`src/rtl/noc_pkg.sv`:
```
// Shared mesh NoC definitions: packet width, destination field positions
// and the switch port naming used by the router datapath.
package noc_pkg;

  localparam int WIDTH = 39;

  localparam int X_MSB = 36;
  localparam int X_LSB = 33;
  localparam int Y_MSB = 32;
  localparam int Y_LSB = 29;

  typedef enum logic [2:0] {
    UP    = 3'd0,
    DOWN  = 3'd1,
    LEFT  = 3'd2,
    RIGHT = 3'd3,
    LOCAL = 3'd4
  } port_e;

  function automatic logic [X_MSB-X_LSB:0] dest_x(input logic [WIDTH-1:0] pkt);
    return pkt[X_MSB:X_LSB];
  endfunction

  function automatic logic [Y_MSB-Y_LSB:0] dest_y(input logic [WIDTH-1:0] pkt);
    return pkt[Y_MSB:Y_LSB];
  endfunction

endpackage

```
`src/rtl/rr_port_arbiter_if.sv`:
```
// Request/output bundle of one router output link arbiter. The slave view
// is the arbiter itself; the master view is whatever feeds and drains it.
interface rr_port_arbiter_if
  import noc_pkg::*;
#(
  parameter int N_IN  = 4,
  parameter int WIDTH = noc_pkg::WIDTH
);

  localparam int IDW = $clog2(N_IN);

  logic [N_IN-1:0]       req_valid;
  logic [N_IN*WIDTH-1:0] req_data;
  logic [N_IN-1:0]       req_ready;
  logic                  out_valid;
  logic [WIDTH-1:0]      out_data;
  logic                  out_ready;
  logic [IDW-1:0]        grant_id;

  modport master (
    output req_valid, req_data, out_ready,
    input  req_ready, out_valid, out_data, grant_id
  );

  modport slave (
    input  req_valid, req_data, out_ready,
    output req_ready, out_valid, out_data, grant_id
  );

endinterface

```
`src/rtl/rr_pick.sv`:
```
// Rotating priority picker: finds the first set request starting at ptr and
// wrapping around, returning both a one-hot grant and its encoded index.
module rr_pick
  import noc_pkg::*;
#(
  parameter int N  = 4,
  parameter int IW = $clog2(N)
) (
  input  logic [N-1:0]  req,
  input  logic [IW-1:0] ptr,
  output logic [N-1:0]  grant,
  output logic [IW-1:0] idx
);

  logic          found;
  logic [IW-1:0] pos;

  // Walk the requests in rotated order and keep only the first hit.
  always_comb begin
    grant = '0;
    idx   = '0;
    found = 1'b0;
    pos   = '0;
    for (int k = 0; k < N; k++) begin
      pos = IW'((int'(ptr) + k) % N);
      if (!found && req[pos]) begin
        found      = 1'b1;
        grant[pos] = 1'b1;
        idx        = pos;
      end
    end
  end

endmodule

```
`src/rtl/rr_port_arbiter.sv`:
```
// Round-robin arbiter sharing one router output link between N_IN inputs.
// The winning packet is captured into a single output register that can be
// refilled every cycle while downstream is ready; per-input grant counters
// saturate and are readable through stats_sel/stats_count.
module rr_port_arbiter
  import noc_pkg::*;
#(
  parameter int WIDTH = noc_pkg::WIDTH,
  parameter int N_IN  = 4,
  parameter int CNT_W = 16,
  parameter int IDW   = $clog2(N_IN)
) (
  input  logic             clk,
  input  logic             rst_n,
  rr_port_arbiter_if.slave bus,
  input  logic [IDW-1:0]   stats_sel,
  output logic [CNT_W-1:0] stats_count
);

  localparam logic [0:0] EMPTY = 1'b0;
  localparam logic [0:0] FULL  = 1'b1;

  logic [0:0]       state;
  logic [IDW-1:0]   ptr;
  logic [N_IN-1:0]  grant;
  logic [IDW-1:0]   winner;
  logic [IDW-1:0]   ptr_next;
  logic             accept;
  logic [WIDTH-1:0] win_data;
  logic [CNT_W-1:0] count [N_IN];

  rr_pick #(
    .N  (N_IN),
    .IW (IDW)
  ) u_pick (
    .req   (bus.req_valid),
    .ptr   (ptr),
    .grant (grant),
    .idx   (winner)
  );

  // A new packet can enter when the register is free or is being drained.
  assign accept        = (|bus.req_valid) && ((state == EMPTY) || bus.out_ready);
  assign bus.req_ready = (accept && rst_n) ? grant : '0;
  assign bus.out_valid = (state == FULL);
  assign win_data      = bus.req_data[int'(winner)*WIDTH +: WIDTH];
  assign ptr_next      = (winner == IDW'(N_IN - 1)) ? '0 : winner + 1'b1;

  // Output register, round-robin pointer and EMPTY/FULL state.
  always_ff @(posedge clk or negedge rst_n) begin
    if (!rst_n) begin
      state        <= EMPTY;
      ptr          <= '0;
      bus.out_data <= '0;
      bus.grant_id <= '0;
    end else if (accept) begin
      state        <= FULL;
      ptr          <= ptr_next;
      bus.out_data <= win_data;
      bus.grant_id <= winner;
    end else if ((state == FULL) && bus.out_ready) begin
      state <= EMPTY;
    end
  end

  // Saturating grant counters, one per requester.
  always_ff @(posedge clk or negedge rst_n) begin
    if (!rst_n) begin
      for (int i = 0; i < N_IN; i++) begin
        count[i] <= '0;
      end
    end else begin
      for (int i = 0; i < N_IN; i++) begin
        if (accept && grant[i] && (count[i] != '1)) begin
          count[i] <= count[i] + 1'b1;
        end
      end
    end
  end

  // Combinational statistics read; shows the value before any same-cycle increment.
  always_comb begin
    stats_count = '0;
    if (int'(stats_sel) < N_IN) begin
      stats_count = count[stats_sel];
    end
  end

endmodule

```
`src/flat_wrapper.sv`:
```
// flat-port wrapper written by rule: the top's interface ports become plain ports
module rr_port_arbiter_flat import noc_pkg::*;
#(
  parameter int WIDTH = noc_pkg::WIDTH,
  parameter int N_IN  = 4,
  parameter int CNT_W = 16,
  parameter int IDW   = $clog2(N_IN)
)
  (clk, rst_n, stats_sel, stats_count, bus_req_valid, bus_req_data, bus_out_ready, bus_req_ready, bus_out_valid, bus_out_data, bus_grant_id);
  rr_port_arbiter_if #(.N_IN(N_IN), .WIDTH(WIDTH)) bus_i ();
  input  logic clk;
  input  logic rst_n;
  input  logic [IDW-1:0] stats_sel;
  output logic [CNT_W-1:0] stats_count;
  input wire logic [$bits(bus_i.req_valid)-1:0] bus_req_valid;
  input wire logic [$bits(bus_i.req_data)-1:0] bus_req_data;
  input wire logic [$bits(bus_i.out_ready)-1:0] bus_out_ready;
  output wire logic [$bits(bus_i.req_ready)-1:0] bus_req_ready;
  output wire logic [$bits(bus_i.out_valid)-1:0] bus_out_valid;
  output wire logic [$bits(bus_i.out_data)-1:0] bus_out_data;
  output wire logic [$bits(bus_i.grant_id)-1:0] bus_grant_id;
  assign bus_i.req_valid = bus_req_valid;
  assign bus_i.req_data = bus_req_data;
  assign bus_i.out_ready = bus_out_ready;
  assign bus_req_ready = bus_i.req_ready;
  assign bus_out_valid = bus_i.out_valid;
  assign bus_out_data = bus_i.out_data;
  assign bus_grant_id = bus_i.grant_id;
  rr_port_arbiter #(.WIDTH(WIDTH), .N_IN(N_IN), .CNT_W(CNT_W), .IDW(IDW)) u_core (.clk(clk), .rst_n(rst_n), .bus(bus_i), .stats_sel(stats_sel), .stats_count(stats_count));
endmodule
```
`config.mk`:
```
export PLATFORM = sky130hd
export DESIGN_NAME = rr_port_arbiter_flat
export DESIGN_NICKNAME = d
export VERILOG_FILES = /design/src/rtl/noc_pkg.sv /design/src/rtl/rr_port_arbiter_if.sv /design/src/rtl/rr_pick.sv /design/src/rtl/rr_port_arbiter.sv /design/src/flat_wrapper.sv
export SDC_FILE = /design/constraint.sdc
export NUM_CORES = 1
export LEC_CHECK = 0
export CAP_MARGIN = 5
export CORE_ASPECT_RATIO = 1.2
export CORE_MARGIN = 2
export CORE_UTILIZATION = 51
export CTS_CLUSTER_SIZE = 28
export DETAILED_ROUTE_END_ITERATION = 6
export PLACE_DENSITY_LB_ADDON = 0.2
export SLEW_MARGIN = 0
export SYNTH_ARGS = -nofsm -noshare
export SYNTH_HDL_FRONTEND = slang
export SYNTH_SLANG_ARGS = --single-unit
```
`constraint.sdc`:
```
create_clock -name clk -period 8.46 [get_ports clk]
set_input_delay 1.692 -clock clk [delete_from_list [all_inputs] [get_ports clk]]
set_output_delay 1.692 -clock clk [all_outputs]
set_load 0.005 [all_outputs]
```
-- Yosys cells after proc, flatten, opt, wreduce, memory -nomap -nowiden
Index checks and enable logic that the tools add are counted.
- flip-flop bits (word level): 108
- latch bits: 0
- memory bits (writable): 0
- bits in read-only memories: 0
- bits of input ports: 165
- output and inout bits: 62
- word-level logic and storage cells: 95
- memories: 0
- add/sub/neg operators: 8
- $mul: 1
- div/mod/pow operators: 0
- order comparisons: 9
- equality and inequality tests: 5
- shift-type cells: 1
- multiplexer cells: 34
- bitwise operators: 5
- reduce and logical (&&, ||, !) cells: 24
- operator list (kind ; count):
    $shiftx A156 B32 Y39 ; 1
    $add A16 B1 Y16 const B ; 4
    $ne A16 B16 Y1 const B ; 4
    $bmux W16 S2 ; 1
    $mux W16 ; 2
    $mux W4 ; 5
    $logic_and A1 B1 Y1 ; 18
    $mux W1 ; 13
    $lt A2 B3 Y1 const B ; 4
    $or A4 B4 Y4 ; 3
    $mux W2 ; 5
    $bmux W1 S2 ; 4
    $demux W1 S2 ; 4
    $ge A2 B1 Y1 const B ; 4
    $mul A2 B6 Y8 const B ; 1
    $add A2 B1 Y2 const B ; 2
    $add A2 B2 Y2 const B ; 2
    $reduce_or A4 Y1 ; 1
    $ge A3 B3 Y1 const B ; 1
    $logic_not A1 Y1 ; 3
    $not A2 Y3 ; 1
    $eq A2 B2 Y1 const B ; 1
    $reduce_bool A2 Y1 ; 1
    $logic_or A1 B1 Y1 ; 1
    $not A1 Y1 ; 1

-- Depth between registers and ports, before layout
- word-level depth: 14
- depth in mapped cells: 13
- gate-level depth less buffers: 8

-- Cells and area by module
A second synthesis with hierarchy kept.
- cell total of the unflattened synthesis: 510
- area total of the unflattened synthesis: 6475.0 sq um
- by module, submodules not included (module ; instances ; cells each ; area each (sq um) ; seq. area each (sq um)):
    rr_port_arbiter ; 1 ; 445 ; 5985.7 ; 2702.6
    rr_pick ; 1 ; 65 ; 489.2 ; 0.0

-- Worst setup path after synthesis
No wires, ideal clock.
- kind: input port to output port
- from: in stats_sel[1]
- to: out stats_count[10]
- arrival time: 3.167 ns
- required time: 6.768 ns
- path slack: 3.601 ns
- stages: 3
- path buffers: 2
- cells stage by stage: clkbuf_1 > buf_1 > mux4_2
- cells in the longest elaborated chain, start to end: 4
- RTL lines (what ; line ; text):
    start: declaration ; flat_wrapper.sv:13 ; input logic [IDW-1:0] stats_sel;
    $not A2 Y3 (not written as such) ; rr_port_arbiter.sv:85 ; stats_count = count[stats_sel];
    $bmux W16 S2 ; rr_port_arbiter.sv:85 ;
    $mux W16 (not written as such) (2 in a row) ; rr_port_arbiter.sv:85 ;
    end: declaration ; flat_wrapper.sv:14 ; output logic [CNT_W-1:0] stats_count;
No other way between the ends. The select of a mux whose other input is x is not followed.

-- Final worst setup path
- from: in bus_req_valid[1]
- to: out bus_req_ready[2]
- cells in the longest elaborated chain, start to end: 13
- elaborated cells on any way between the ends: 28
- those cells by class: mux: 16; bitwise: 3; reduce/logical: 9
- RTL lines (what ; line ; text):
    start: declaration ; flat_wrapper.sv:15 ; input wire logic [$bits(bus_i.req_valid)-1:0] bus_req_valid;
    $bmux W1 S2 ; rr_pick.sv:26 ; if (!found && req[pos]) begin
    $mux W1 (not written as such) ; rr_pick.sv:26 ;
    $mux W1 ; rr_pick.sv:26 ;
    $logic_not A1 Y1 ; rr_pick.sv:26 ;
    $logic_and A1 B1 Y1 ; rr_pick.sv:26 ;
    $mux W1 ; rr_pick.sv:26 ;
    $logic_not A1 Y1 ; rr_pick.sv:26 ;
    $logic_and A1 B1 Y1 ; rr_pick.sv:26 ;
    $mux W1 ; rr_pick.sv:26 ;
    $logic_not A1 Y1 ; rr_pick.sv:26 ;
    $logic_and A1 B1 Y1 ; rr_pick.sv:26 ;
    $mux W4 ; rr_pick.sv:26 ;
    $mux W4 (*) ; rr_port_arbiter.sv:44 ; assign bus.req_ready = (accept && rst_n) ? grant : '0;
    end: declaration ; flat_wrapper.sv:18 ; output wire logic [$bits(bus_i.req_ready)-1:0] bus_req_ready;
Mark *: on every way between the ends. The rest lies on a longest branch, timed or not. The select of a mux whose other input is x is not followed.

==> results <==
- The run finished with clean final reports.
- The total number of placement rows is 46.
- After clock tree synthesis, the clock-pin slew on the worst setup and hold paths is 0.07 ns.
- Setup repair after global routing left no endpoint under its margin.
- In this run the worst hold path is classified as reg2reg.
- The relative max-transition margin is 25.5%.
- The first-iteration detailed-routing DRC count is around 450.
- Clock tree synthesis inserted a total of 9 buffers.
- After detailed routing, the met3 layer carries 1580 microns of wire.
- The number of nets with antenna violations after routing is 0.
- Averaged over all synthesized cells, the footprint is 10.1 sq um.
- The clock net in this run drives a total of around 110 sinks.
- The largest clock skew in the final design is 0.00973 ns.
- The post-layout total power is roughly 2.7 mW.
- For this run, the register share of the synthesized area comes to between 30% and 40%.
- The die covers around 0.015 sq mm.
- The routed design has 21,800 microns of wire.
- The number of buffers inserted by hold repair at cts is 0.
- The worst setup path is of the in2out kind.
- Setup violations remaining at the end of the flow were counted as 0.
- Among all flip-flop cells after synthesis, the most frequent one is sky130_fd_sc_hd__dfrtp_1.
- The peak supply drop is approximately 170 uV.
- After synthesis the netlist holds a flip-flop and latch count of 108.
- The final critical path takes up around 74% of the cycle.
- The die extent in y is 132 microns.
- After filler insertion, the fill cell instance count of the layout stands at between 900 and 1,000.
- TritonCTS built the clock tree.
- The post-synth net total is 864.
- The highest metal layer carrying signal wires in the routed design is met4.
- The share of synthesized flip-flops with an asynchronous set or reset is 100%.
- The routability congestion estimate from global placement is 0.937.
- For this run, the total global-route usage over all layers was measured as 30.2%.
- The max-capacitance violation count is 0.
- The end-of-flow core utilization is 72.0%.
- The average via count per standard cell is between 6 and 7.
- The register cell area after layout is 0.00270 sq mm.
- The critical path goes through clkdlybuf4s50_1 > or3b_4 > a2111oi_4 > buf_4 > o21ai_0 > and3_1 > nor2_1 > clkdlybuf4s50_1.
- The total congestion overflow after global routing is 0.
- Counting every instance in the synthesized netlist gives 688.
- The met1 wire length is 8070 microns.
- The root cell of the clock tree is sky130_fd_sc_hd__clkbuf_16.
- In this run the standard cell core region covers about 0.013 sq mm.
- The length of the first detailed-routing pass in iterations is 6.
- CTS built an H-tree with a depth of 3.
- Summed over its instances, the top area cell type makes up 39.1% of the synthesized netlist area.
- Counting flops with a built-in enable in the synthesized netlist gives 0.
- The synthesized netlist occupies a cell area of 0.00692 sq mm.
- The layout net count is 1,060.
- The final total negative setup slack is 0 ns.
- The length of routed met2 wiring is ~11,000 microns.
- The cell type with the highest aggregate area in the netlist is sky130_fd_sc_hd__dfrtp_1.
- In this run the count of I/O pins placed on the die edge is ~230.
- Input and output buffers added on the ports amount to 226.
- The kind of end point of the critical path is a primary output.
- Derived from the worst setup path, the maximum achievable clock frequency is 0.160 GHz.
- The count of final hold-check violations is 0.
- For the worst setup path, the data arrival time is approximately 4.6 ns.
- The via count of the first global-routing pass is 6,605.
- By instance count, the cell type seen most on the critical path is sky130_fd_sc_hd__clkdlybuf4s50_1.
- Detailed placement finished with a half-perimeter wire length of 16,400 microns.
- The area growth from synthesis to layout is 37.8%.
- The largest net degree at the start of global routing is 71.
- The clock insertion delay at the later pin of the skew report is between 0.3 and 0.4 ns.
- In this run, post-CTS repair resized a total of 0 instances.
- The floorplan step set the die width to 110 microns.
- Summing all multi-input logic gate instances after layout gives 0.00393 sq mm.
- In the routed design, unresolved DRC markers number 0.
- The power per unit of standard cell area is ~290 mW/mm^2.
- The final count of pins violating max slew is 0.
- The critical path data required time is 6.77 ns.
- The slowest stage of the critical path is the sky130_fd_sc_hd__clkdlybuf4s50_1 cell.
- For the pin with the worst max-slew slack, the measured transition is 1.12 ns.
- Subtracting the final worst setup slack from the clock period gives 6.25 ns.
- The fraction of layout cells with a size suffix above 1 is 7.31%.
- Dividing the detail-routed wire length by the instance count gives 20.6 microns.
- The total setup buffers inserted after CTS is 0.
- The number of warnings printed during yosys synthesis is 0.
- Yosys mapped the design onto 57 distinct sky130hd cell types.
- The clock passes through at most 2 buffers.
- The first global-routing pass estimated 33,900 microns of wire.
- For this block, the via count after detailed routing is 6,545.
- The kind of start point of the critical path is a primary input.
- The initial antenna violation count is 1.
- The maximum cell stage delay along the critical path is approximately 0.7 ns.
- By area the synthesized netlist is led by sky130_fd_sc_hd__dfrtp_1 39%, sky130_fd_sc_hd__mux2i_1 8.5%, sky130_fd_sc_hd__mux4_2 6.2%, sky130_fd_sc_hd__nand2_1 5.3%, sky130_fd_sc_hd__xnor2_1 4.8%.
- The leakage power is 3.90 nW.
- The maximum fanout along the worst path is 30.
- For this configuration, the core starts out at a cell density of 52.2%.
cells in the final DEF (no fill, tap or decap), types with 13 or more instances in the layout:
master / n
sky130_fd_sc_hd__xor2_1: 20
sky130_fd_sc_hd__inv_1: 17
sky130_fd_sc_hd__mux2i_1: 59
sky130_fd_sc_hd__o221ai_1: 16
sky130_fd_sc_hd__mux4_2: 19
sky130_fd_sc_hd__o211ai_1: 26
sky130_fd_sc_hd__clkdlybuf4s50_1: 225
sky130_fd_sc_hd__dfrtp_1: 108
sky130_fd_sc_hd__a31oi_1: 23
sky130_fd_sc_hd__a2111oi_0: 23
sky130_fd_sc_hd__nor2_1: 26
sky130_fd_sc_hd__nand3_1: 27
sky130_fd_sc_hd__nand2_1: 97
sky130_fd_sc_hd__xnor2_1: 38
sky130_fd_sc_hd__nand4_1: 13
critical path, delay by kind of cell:
family | cells | cell delay [ns]
buffers and inverters | 3 | 1.58
AND/OR/NAND/NOR | 3 | 0.81
AO/OA/AOI/OAI | 2 | 0.46
synth_stat cells (all sizes together) (2+ instances only):
cell type	number
and4	7
inv	17
nor2b	2
o211ai	26
xor2	20
a2111oi	25
dfrtp	108
nand2b	3
nand4	13
clkbuf	28
o22ai	7
mux2i	59
a21o	10
nor3b	5
a31oi	23
and3	10
nor4	8
xnor2	38
buf	21
or3	2
o21ai	5
nand3b	3
o31ai	2
or3b	2
mux2	7
o221ai	16
mux4	19
nand3	27
a32oi	2
nand2	98
nor3	14
a21oi	9
a221oi	2
ha	11
nor2	27
and2	6
worst paths after layout:
check / to / cells past startpoint / from / slack [ns]
max: bus_req_ready[2] / 8 / bus_req_valid[1] / 2.21
max reg2reg: u_core.bus.out_data[7] / 8 / u_core.ptr[0] / 3.69
min in group asynchronous: u_core.bus.out_data[31] / 1 / rst_n / 1.32
max in group asynchronous: u_core.count[55] / 2 / rst_n / 5.83
min: u_core.bus.out_data[2] / 2 / u_core.bus.out_data[2] / 0.50
min reg2reg: u_core.bus.out_data[2] / 2 / u_core.bus.out_data[2] / 0.50
registers in the layout, indices dropped and copies added (netlist names):
register / flops
u_core.bus.out_data: 39
u_core.count: 64
u_core.ptr: 2
u_core.bus.grant_id: 2
u_core.bus.out_valid: 1
report_power, final:
group / internal [mW] / switching (mW)
Clock: 0.232 / 0.208
Combinational: 0.720 / 0.730
Sequential: 0.677 / 0.163
cells by family (layout without fill, tap and decap cells):
kind of cell	count (synthesis)	count (layout)	share of synthesized area (%)
AND/OR/NAND/NOR	227	227	16.1
flip-flops	108	108	39.1
XOR/XNOR	58	58	7.35
other	0	1	0
buffers and inverters	66	267	4.34
AO/OA/AOI/OAI	133	133	15.2
adder cells (fa/ha/maj)	11	11	1.99
multiplexers	85	85	15.9
per-layer routing:
layer,vias up,track usage (%)
li1,2957,-
met3,54,6.10
met2,340,51.9
met4,0,15.7
met5,-,0
met1,3194,34.7
area by class of cell:
cell class | count | share of cell area [%]
timing repair buffer | 234 | 24.3
antenna | 1 | 0.0263
inverter | 17 | 0.670
clock buffer | 9 | 2.36
sequential | 108 | 28.4
clock inverter | 7 | 0.788
multi-input combinational | 514 | 41.2
tap | 168 | 2.21
stage by stage:
step	cells	cell area (sq um)	hold WS [ns]	setup WS [ns]
final	1058	9530	0.499	2.21
after global routing	1058	9530	0.519	2.07
after CTS	1057	9520	0.495	2.23
after detailed placement	1041	9220	0.477	2.22
after global placement	1041	9220	0.468	2.33
after floorplan	688	6920	0.450	3.60
Power figures use the tool's default switching activity.
